`src/rtl/axi_lite_master.sv`:
```
// axi_lite_master: single-outstanding AXI4-Lite initiator driven by a cmd/rsp request port.
// Define AXIL_MASTER_TIMEOUT_EN to add a watchdog that aborts stalled transactions with rsp_err.
module axi_lite_master #(
  parameter int TIMEOUT_CYCLES = 256
) (
  input  logic        clk,
  input  logic        reset,
  input  logic        cmd_valid,
  output logic        cmd_ready,
  input  logic        cmd_write,
  input  logic [31:0] cmd_addr,
  input  logic [31:0] cmd_wdata,
  output logic        rsp_valid,
  input  logic        rsp_ready,
  output logic [31:0] rsp_rdata,
  output logic        rsp_err,
  output logic [31:0] awaddr,
  output logic        awvalid,
  input  logic        awready,
  output logic [31:0] wdata,
  output logic        wvalid,
  input  logic        wready,
  input  logic        bvalid,
  output logic        bready,
  output logic [31:0] araddr,
  output logic        arvalid,
  input  logic        arready,
  input  logic [31:0] rdata,
  input  logic        rvalid,
  output logic        rready
);
  typedef enum logic [2:0] {IDLE, WR_REQ, WR_RESP, RD_REQ, RD_RESP, RESP} state_t;
  state_t state;
  logic aw_done, w_done, aw_all, w_all;
  assign aw_all = aw_done | (awvalid & awready);
  assign w_all  = w_done | (wvalid & wready);
`ifdef AXIL_MASTER_TIMEOUT_EN
  localparam int CW = $clog2(TIMEOUT_CYCLES + 1) > 9 ? $clog2(TIMEOUT_CYCLES + 1) : 9;
  logic [CW-1:0] cnt;
  logic busy, done_now, expired;
  always_comb begin
    busy     = state inside {WR_REQ, WR_RESP, RD_REQ, RD_RESP};
    done_now = state == WR_REQ ? aw_all & w_all : state == WR_RESP ? bvalid :
               state == RD_REQ ? arready : rvalid;
    expired  = busy && cnt == CW'(TIMEOUT_CYCLES - 1) && !done_now;
  end
`else
  assign rsp_err = 1'b0;
`endif
  always_ff @(posedge clk or posedge reset) begin
    if (reset) begin
      state     <= IDLE;
      cmd_ready <= 1'b0;
      rsp_valid <= 1'b0;
      rsp_rdata <= '0;
      awaddr    <= '0;
      awvalid   <= 1'b0;
      wdata     <= '0;
      wvalid    <= 1'b0;
      bready    <= 1'b0;
      araddr    <= '0;
      arvalid   <= 1'b0;
      rready    <= 1'b0;
      aw_done   <= 1'b0;
      w_done    <= 1'b0;
`ifdef AXIL_MASTER_TIMEOUT_EN
      cnt       <= '0;
      rsp_err   <= 1'b0;
`endif
    end else begin
      case (state)
        IDLE: begin
          cmd_ready <= 1'b1;
          if (cmd_valid && cmd_ready) begin
            cmd_ready <= 1'b0;
            if (cmd_write) begin
              state   <= WR_REQ;
              awaddr  <= cmd_addr;
              wdata   <= cmd_wdata;
              awvalid <= 1'b1;
              wvalid  <= 1'b1;
              aw_done <= 1'b0;
              w_done  <= 1'b0;
            end else begin
              state   <= RD_REQ;
              araddr  <= cmd_addr;
              arvalid <= 1'b1;
            end
`ifdef AXIL_MASTER_TIMEOUT_EN
            cnt     <= '0;
            rsp_err <= 1'b0;
`endif
          end
        end
        WR_REQ: begin
          if (awvalid && awready) begin
            awvalid <= 1'b0;
            aw_done <= 1'b1;
          end
          if (wvalid && wready) begin
            wvalid <= 1'b0;
            w_done <= 1'b1;
          end
          if (aw_all && w_all) begin
            state  <= WR_RESP;
            bready <= 1'b1;
          end
        end
        WR_RESP: if (bvalid) begin
          state     <= RESP;
          bready    <= 1'b0;
          rsp_valid <= 1'b1;
          rsp_rdata <= '0;
        end
        RD_REQ: if (arready) begin
          state   <= RD_RESP;
          arvalid <= 1'b0;
          rready  <= 1'b1;
        end
        RD_RESP: if (rvalid) begin
          state     <= RESP;
          rready    <= 1'b0;
          rsp_valid <= 1'b1;
          rsp_rdata <= rdata;
        end
        RESP: if (rsp_ready) begin
          state     <= IDLE;
          rsp_valid <= 1'b0;
          cmd_ready <= 1'b1;
        end
        default: state <= IDLE;
      endcase
`ifdef AXIL_MASTER_TIMEOUT_EN
      if (busy) cnt <= cnt + 1'b1;
      // watchdog overrides the case above; a same-edge handshake keeps done_now high and wins
      if (expired) begin
        state     <= RESP;
        awvalid   <= 1'b0;
        wvalid    <= 1'b0;
        arvalid   <= 1'b0;
        bready    <= 1'b0;
        rready    <= 1'b0;
        rsp_valid <= 1'b1;
        rsp_err   <= 1'b1;
        rsp_rdata <= '0;
      end
`endif
    end
  end
endmodule
```
`config.mk`:
```
export PLATFORM = sky130hd
export DESIGN_NAME = axi_lite_master
export DESIGN_NICKNAME = d
export VERILOG_FILES = /design/src/rtl/axi_lite_master.sv
export SDC_FILE = /design/constraint.sdc
export NUM_CORES = 1
export LEC_CHECK = 0
export CORE_UTILIZATION = 46
export DETAILED_ROUTE_END_ITERATION = 8
export GPL_ROUTABILITY_DRIVEN = 0
export GPL_TIMING_DRIVEN = 0
export PLACE_DENSITY = 0.92
export SLEW_MARGIN = 20
export SYNTH_ARGS = -nofsm -noshare
export SYNTH_HDL_FRONTEND = slang
export SYNTH_SLANG_ARGS = --single-unit
```
`constraint.sdc`:
```
create_clock -name clk -period 10.1 [get_ports clk]
set_input_delay 2.02 -clock clk [delete_from_list [all_inputs] [get_ports clk]]
set_output_delay 2.02 -clock clk [all_outputs]
set_load 0.05 [all_outputs]
```
==> results.py <==
metrics = {
    "status": {
        "run_status": "finished clean",
    },
    "grt": {
        "antenna_found_initial": 0,
        "grt_pass1_vias": 4597,
        "gr-usage-all-layers_pct": 23.8,
        "grt_first_pass_wirelength_um": 23100,
        "grt_overflow": 0,
        "grt_max_degree": 96,
    },
    "layout": {
        "syn_to_final_growth_pct": 56.3,
        "post-route-util_pct": 73.9,
        "stdcell_area_mm2": 0.00892,
        "fillers": 807,
        "drive_gt1_share_pct": 22.1,
        "nets": 781,
        "diodes": 0,
    },
    "yosys": {
        "ys_seq_area_share_pct": 61.4,
        "synthFlopType": "dfrtp_1",
        "yosysWarnings": 0,
        "synthArstFlopShare_pct": 100,
        "yosys_register_bits": 140,
        "synth_cell_types": 38,
        "synth_edf_count": 0,
        "netlist_area_mm2": 0.00570,
        "synth_area_per_cell_um2": 13.7,
        "syn-num-nets": 521,
        "synthCells": 415,
    },
    "worst_setup_path": {
        "crit_arrival_ps": 1700,
        "cp_num_buf_inv": 1,
        "critPathKind": "reg2out",
        "cp_top_family": "buffers and inverters",
        "cp.depth": 1,
        "start_kind": "register",
        "cpPeakStageDelay_ps": 870,
        "reg2reg_depth": 5,
        "cp-end-kind": "primary output",
        "cp_max_fo": 6,
        "cp.required_ps": 8080,
        "cp_slowest_cell": "clkdlybuf4s50_1",
        "path_cells": "clkdlybuf4s50_1",
    },
    "placed_design": {
        "port_buffers": 240,
        "dpl.hpwl_um": 10700,
        "postPlaceCellArea_mm2": 0.00835,
    },
    "die": {
        "fp.coreArea_mm2": 0.0121,
        "fp.dieW_um": 113,
        "ios": 242,
        "rows": 40,
        "die_y_um": 113,
        "floorplan.initialDensity_pct": 47.3,
        "die_area_mm2": 0.0128,
    },
    "cts": {
        "postCtsSetupBuffers": 0,
        "clock_latency_ps": 420,
        "cts_buffers": 17,
        "cts_sinks": 140,
        "post_cts_resized": 0,
        "h-tree-depth": 4,
        "cts_tree": "done",
        "clk_pin_slew_ps": 60,
        "ctsHoldBuffers": 0,
        "cts.path.max_buffers": 2,
        "cts_root_buf": "clkbuf_16",
    },
    "timing": {
        "drv_slew": 0,
        "finalHoldViolCount": 0,
        "grt_setup_unrepaired": "no",
        "maxClockFrequency_mhz": 269,
        "max_slew_margin_pct": 60.1,
        "holdWs_ps": 492,
        "finalSetupTns_ps": 0,
        "finalCriticalPeriod_ps": 3720,
        "finalCritPeriodShare_pct": 36.8,
        "fin_skew_ps": 6.15,
        "finalSetupViolations": 0,
        "worst_pin_slew_ps": 597,
    },
    "routing": {
        "drt_iter0_markers": 218,
        "dr.pass1.iters": 4,
        "ant_nets": 0,
        "viasPerCell": 4.91,
        "wl_um": 14600,
        "wire_per_inst_um": 17.1,
        "num_vias": 4200,
        "remaining_drc_errors": 0,
    },
    "flow_run": {
        "drv_cap": 0,
    },
    "min_path": {
        "hp-class": "reg2reg",
        "worstHoldPathCells": 1,
    },
}
## state kept, by name, indices dropped and copies added (netlist names)
register   count
aw_done        1
cmd_ready      1
w_done         1
rsp_rdata     32
awaddr        32
araddr        32
wvalid         1
state          3
awvalid        1
rsp_valid      1
rready         1
arvalid        1
wdata         32
bready         1
## cell type report
type | instances | area (um2) | share of cell area, %
multi-input combinational | 216 | 1910 | 21.4
timing repair buffer | 241 | 2430 | 27.2
buffer | 23 | 156 | 1.75
clock inverter | 6 | 60.1 | 0.673
clock buffer | 25 | 505 | 5.67
inverter | 36 | 143 | 1.60
tap | 168 | 210 | 2.36
sequential | 140 | 3500 | 39.3
## cell families (layout without fill, tap and decap cells)
group | after synthesis | in the layout | share of synthesized area (%)
other | 1 | 1 | 0.0657
buffers and inverters | 59 | 331 | 5.11
DFF | 140 | 140 | 61.4
muxes | 129 | 129 | 24.8
and+or+nand+nor | 61 | 61 | 5.53
AOI/OAI and AO/OA | 25 | 25 | 3.11
## cell usage in the layout (no fill, tap or decap), types with 2 or more instances in the layout
cell / count
clkdlybuf4s50_1: 240
dfrtp_1: 140
mux2_2: 96
nand2_1: 37
inv_1: 35
mux2i_1: 32
clkbuf_16: 17
buf_2: 8
buf_4: 8
clkbuf_1: 6
a21oi_1: 5
nor2_1: 5
clkbuf_8: 5
buf_6: 4
nor3b_1: 4
o21ai_0: 3
a31oi_1: 3
a21o_1: 3
clkinv_2: 3
nand3b_1: 2
nor4b_1: 2
a211oi_1: 2
o32a_1: 2
nand4_1: 2
clkinvlp_4: 2
## cells in the mapped netlist, types with 2 or more instances
| master | count | area (um2) |
|---|---|---|
| a211oi_1 | 2 | 15.0 |
| a21o_1 | 3 | 22.5 |
| a21oi_1 | 5 | 25.0 |
| a31oi_1 | 3 | 18.8 |
| buf_2 | 8 | 40.0 |
| buf_4 | 8 | 60.1 |
| buf_6 | 4 | 45.0 |
| clkbuf_1 | 3 | 11.3 |
| dfrtp_1 | 140 | 3500 |
| inv_1 | 36 | 135 |
| mux2_2 | 96 | 1080 |
| mux2i_1 | 32 | 320 |
| nand2_1 | 37 | 139 |
| nand3b_1 | 2 | 15.0 |
| nand4_1 | 2 | 12.5 |
| nor2_1 | 5 | 18.8 |
| nor3b_1 | 4 | 30.0 |
| nor4b_1 | 2 | 17.5 |
| o21ai_0 | 3 | 15.0 |
| o32a_1 | 2 | 20.0 |
## per-stage QoR
| step | cells | setup slack [ps] |
|---|---|---|
| 3_5_place_dp | 824 | 6180 |
| 2_1_floorplan | 415 | 4330 |
| 4_1_cts | 855 | 6360 |
| 3_3_place_gp | 823 | 2700 |
| 6_report | 855 | 6380 |
| 5_1_grt | 855 | 6300 |
## worst paths after layout
| check | startpoint | end | slack, ps |
|---|---|---|---|
| min in group asynchronous | reset | wdata[7]$_DFFE_PP0P_ | 1990 |
| min | arvalid$_DFFE_PP0P_ | arvalid$_DFFE_PP0P_ | 490 |
| max in group asynchronous | reset | wdata[4]$_DFFE_PP0P_ | 7370 |
| max | cmd_ready$_DFFE_PP0P_ | cmd_ready | 6380 |
| min reg2reg | arvalid$_DFFE_PP0P_ | arvalid$_DFFE_PP0P_ | 490 |
| max reg2reg | state[1]$_DFFE_PP0P_ | araddr[11]$_DFFE_PP0P_ | 8200 |
## metal layers
metal	global-route usage, %	wire (um)	vias to the layer above
li1	-	-	1926
met3	8.57	1130	35
met5	0	0	-
met1	24.9	5400	2067
met2	42.7	7680	172
met4	10.6	409	0
Power is not shown: default switching activity piles up to over one toggle a cycle in this logic, so the estimate is an artifact.
==> variant 1 (config.mk and constraints unchanged) <==
The 6 states of `state_t` get a one-hot encoding in 6 bits.
--- a/src/rtl/axi_lite_master.sv
+++ b/src/rtl/axi_lite_master.sv
@@ -31,3 +31,3 @@
 );
-  typedef enum logic [2:0] {IDLE, WR_REQ, WR_RESP, RD_REQ, RD_RESP, RESP} state_t;
+  typedef enum logic [5:0] {IDLE = 6'b000001, WR_REQ = 6'b000010, WR_RESP = 6'b000100, RD_REQ = 6'b001000, RD_RESP = 6'b010000, RESP = 6'b100000} state_t;
   state_t state;
Function: same outputs for any inputs over 4 cycles, from zero or initial values and one cycle with reset high; so few cycles prove little.
==> variant 1 against the unedited design <==
Final area increased by 2.5%. Hold slack improved by 2.2 ps. Sequential share of layout area decreased by 0.13 points. Non-clock buffer count decreased by 5. Sequential cell count increased by 3. Worst setup slack improved by 47 ps. Synthesized cell count increased by 0.24%. Routed wire length decreased by 2.9%. Synthesized area increased by 3.5%. Via count increased by 0.55%.
==> variant 1: results <==
export IMPL_cp_endpoint="wvalid"
export IMPL_final_nets=782
export IMPL_r2r_setup_slack_ps=7740
export IMPL_vias_per_cell=4.90
export IMPL_drt_initial_drc_count=157
export IMPL_n_fill_cell=825
export IMPL_totalWireLength_um=14200
export IMPL_synth_mux_area_frac=0.255
export IMPL_grt_first_pass_wirelength_um=22800
export IMPL_r2r_end="araddr[18]$_DFFE_PP0P_"
export IMPL_routed_wl_met2_um=7170
export IMPL_hpwl_um=10600
export IMPL_dp_slack_ps=6050
export IMPL_status="completed"
export IMPL_cp_max_fo=4
export IMPL_reg2reg_from="state[2]$_DFFE_PP0P_"
export IMPL_wire_per_inst_um=16.5
export IMPL_grtUsageTotal=0.224
export IMPL_wl_met1_um=5490
export IMPL_synth_distinct_cells=41
export IMPL_drt_first_pass_iters=5
export IMPL_synth_area_leaders="dfrtp_1 (60%), mux2_2 (13%), mux2_4 (7.1%), mux2i_1 (5.4%), nand2_1 (2.6%)"
export IMPL_drive_above_1_share=0.222
export IMPL_slew_limit_headroom=0.617
export IMPL_worstPathArrival_ps=1650
export IMPL_startpoint_type="flip-flop"
export IMPL_grt_max_degree=80
export IMPL_ys_seq_area_frac=0.606
export IMPL_crit_start="wvalid$_DFFE_PP0P_"
export IMPL_synthTopCellsByCount="dfrtp_1 (142), mux2_2 (68), nand2_1 (41)"
export IMPL_synth_compound_area_share=0.0208
export IMPL_synth_nets=522
export IMPL_slowest_delay_ps=850
export IMPL_met3_length_um=1130
[variant 1: cell types whose count changed after synthesis, sizes merged, moves of 2 or more]
cell    delta
o21a       +2
nor3b      -3
nand3      +4
nand2      +5
a21oi      -2
nor4b      -2
dfrtp      +2
o32a       -2
o21ai      +2
a211oi     -2
buf        -5
a21o       -3
nor4       +2
[variant 1: area by class of cell]
class / count / area [sq um] / share of cell area
sequential: 143 / 3580 / 0.392
timing repair buffer: 241 / 2430 / 0.266
multi-input combinational: 220 / 2020 / 0.221
clock buffer: 23 / 478 / 0.0523
tap: 172 / 215 / 0.0235
buffer: 18 / 169 / 0.0185
inverter: 35 / 139 / 0.0152
clock inverter: 9 / 109 / 0.0119
[variant 1: per-layer routing]
layer | vias up | track usage
li1 | 1934 | -
met4 | 0 | 0.104
met5 | - | 0
met3 | 34 | 0.0775
met1 | 2072 | 0.252
met2 | 183 | 0.382
[variant 1: worst min path at each step]
stage	end	slack, ps	depth (start not counted)
after detailed placement	rsp_valid$_DFFE_PP0P_	480	1
after CTS	arvalid$_DFFE_PP0P_	500	1
after global placement	arvalid$_DFFE_PP0P_	470	1
after floorplan	aw_done$_DFFE_PP0P_	460	2
final	arvalid$_DFFE_PP0P_	490	1
after global routing	wdata[2]$_DFFE_PP0P_	520	1
[variant 1: cell families after synthesis]
group | count (synthesis)
AO/OA/AOI/OAI | 19
XOR/XNOR | 1
multiplexers | 128
AND/OR/NAND/NOR | 71
flip-flops | 143
buffers and inverters | 53
other | 1
[variant 1: power by group through the flow]
stage	clock [uW]	combinational, uW	sequential (uW)
5_1_grt	645	2000	1020
3_3_place_gp	0	1890	973
4_1_cts	621	1930	989
6_report	608	1920	987
3_5_place_dp	0	1920	993
2_1_floorplan	0	394	1850
[variant 1: metrics by stage]
stage	instance area, sq um	hold WS, ps
2_1_floorplan	5900	463
3_3_place_gp	8520	474
3_5_place_dp	8560	483
4_1_cts	9140	501
5_1_grt	9140	516
6_report	9140	495
==> variant 2 (same settings) <==
Without the edit above. Build with the macro `AXIL_MASTER_TIMEOUT_EN` defined.
--- a/src/rtl/axi_lite_master.sv
+++ b/src/rtl/axi_lite_master.sv
@@ -2,2 +2,4 @@
 // Define AXIL_MASTER_TIMEOUT_EN to add a watchdog that aborts stalled transactions with rsp_err.
+`define AXIL_MASTER_TIMEOUT_EN
+
 module axi_lite_master #(
Behaviour: no difference found for any inputs over 4 cycles, from zero or initial values and one cycle with reset high; that may be too few to reach the edited logic, so the function may still have changed.
==> variant 2 against the unedited design <==
Highest routed layer unchanged. Routed wire length grew 17%. Maximum frequency shrank 1.3%. Worst setup slack lost 48 ps. Non-clock buffer count grew 7. Synthesized area grew 4.7%. Final cell count grew 16%. Critical path depth grew 6. Sequential share of layout area grew 1.5 points. Sequential cell count grew 10. Final area grew 3.1%. Hold slack lost 20 ps. Critical endpoint is now rsp_rdata[0]$_DFFE_PP0P_. Global-route usage grew 2.3 points. Register-to-register slack lost 1000 ps.
==> variant 2: results <==
export IMPL_drt_first_pass_iters=5
export IMPL_reg2reg_depth=10
export IMPL_synth_distinct_cells=46
export IMPL_cts_sinks=150
export IMPL_synth_nets=658
export IMPL_status="completed"
export IMPL_slew_limit_headroom=0.608
export IMPL_drive_above_1_share=0.119
export IMPL_holdWs_ps=472
export IMPL_holdPathStages=2
export IMPL_reg2reg_from="cnt[0]$_DFFE_PP0P_"
export IMPL_dpl_cell_area_sq_um=8630
export IMPL_first_global_vias=5210
export IMPL_numPortBuffers=241
export IMPL_dp_slack_ps=5890
export IMPL_dieArea_sq_um=13400
export IMPL_worstPathArrival_ps=4060
export IMPL_final_nets=919
export IMPL_r2r_setup_slack_ps=7150
export IMPL_hpwl_um=12500
export IMPL_synth_area_leaders="dfrtp_1 (63%), nand2_1 (13%), mux2_2 (6.2%), a22o_1 (5.0%), buf_2 (1.3%)"
export IMPL_fin_worst_skew_ps=10.1
export IMPL_drt_initial_drc_count=363
export IMPL_grt_first_pass_wirelength_um=26200
export IMPL_ys_seq_area_frac=0.629
export IMPL_grt_max_degree=79
export IMPL_vias_per_cell=5.05
==> variant 2: routing by layer <==
layer  up-vias  track usage  part of all wire
li1       2366            -                 -
met1      2389        0.291              0.38
met2       238        0.448              0.50
met3        38       0.0905             0.091
met4         0        0.121             0.027
met5         -            0                 0
==> variant 2: kinds of logic (layout without fill, tap and decap cells) <==
logic type                 Yosys count  in the layout  share of synthesized area
DFF                                150            150                      0.629
adders and majority gates            2              2                    0.00419
AOI/OAI and AO/OA                   74             74                     0.0991
and+or+nand+nor                    252            252                      0.171
buffers and inverters               35            309                     0.0279
xor gates and xnor gates             4              4                    0.00712
muxes                               33             33                     0.0622
==> variant 2: how the worst max path moves through the flow <==
stage | slack (ps) | startpoint | endpoint | depth (start not counted)
after global routing | 6250 | wready | rsp_rdata[0]$_DFFE_PP0P_ | 7
final | 6330 | wready | rsp_rdata[0]$_DFFE_PP0P_ | 7
after CTS | 6320 | wready | rsp_rdata[0]$_DFFE_PP0P_ | 7
after global placement | 2180 | reset | wdata[22]$_DFFE_PP0P_ | 2
after detailed placement | 5890 | wready | rsp_rdata[0]$_DFFE_PP0P_ | 7
after floorplan | 4040 | reset | araddr[0]$_DFFE_PP0P_ | 1
==> variant 2: power breakdown <==
group	leakage (uW)	switching [uW]	internal (uW)
Sequential	0.00188	170	881
Clock	0.000268	243	350
Combinational	0.00205	1370	715
==> variant 2: tightest hold or removal path, cell delays in order, from the launching register on <==
cell and delay [ps]:
dfrtp_1 340, nand2_1 50, nand2_1 60
==> variant 2: final cells by class <==
| type | instances | area share |
|---|---|---|
| clock buffer | 20 | 0.0497 |
| multi-input combinational | 365 | 0.223 |
| inverter | 6 | 0.00327 |
| tap | 172 | 0.0234 |
| clock inverter | 12 | 0.0112 |
| timing repair buffer | 242 | 0.265 |
| sequential | 150 | 0.408 |
| buffer | 29 | 0.0157 |
==> variant 2: metrics by stage <==
stage,instances,utilization
4_1_cts,996,0.729
6_report,996,0.729
3_3_place_gp,963,0.681
5_1_grt,996,0.729
2_1_floorplan,550,-
3_5_place_dp,964,0.684
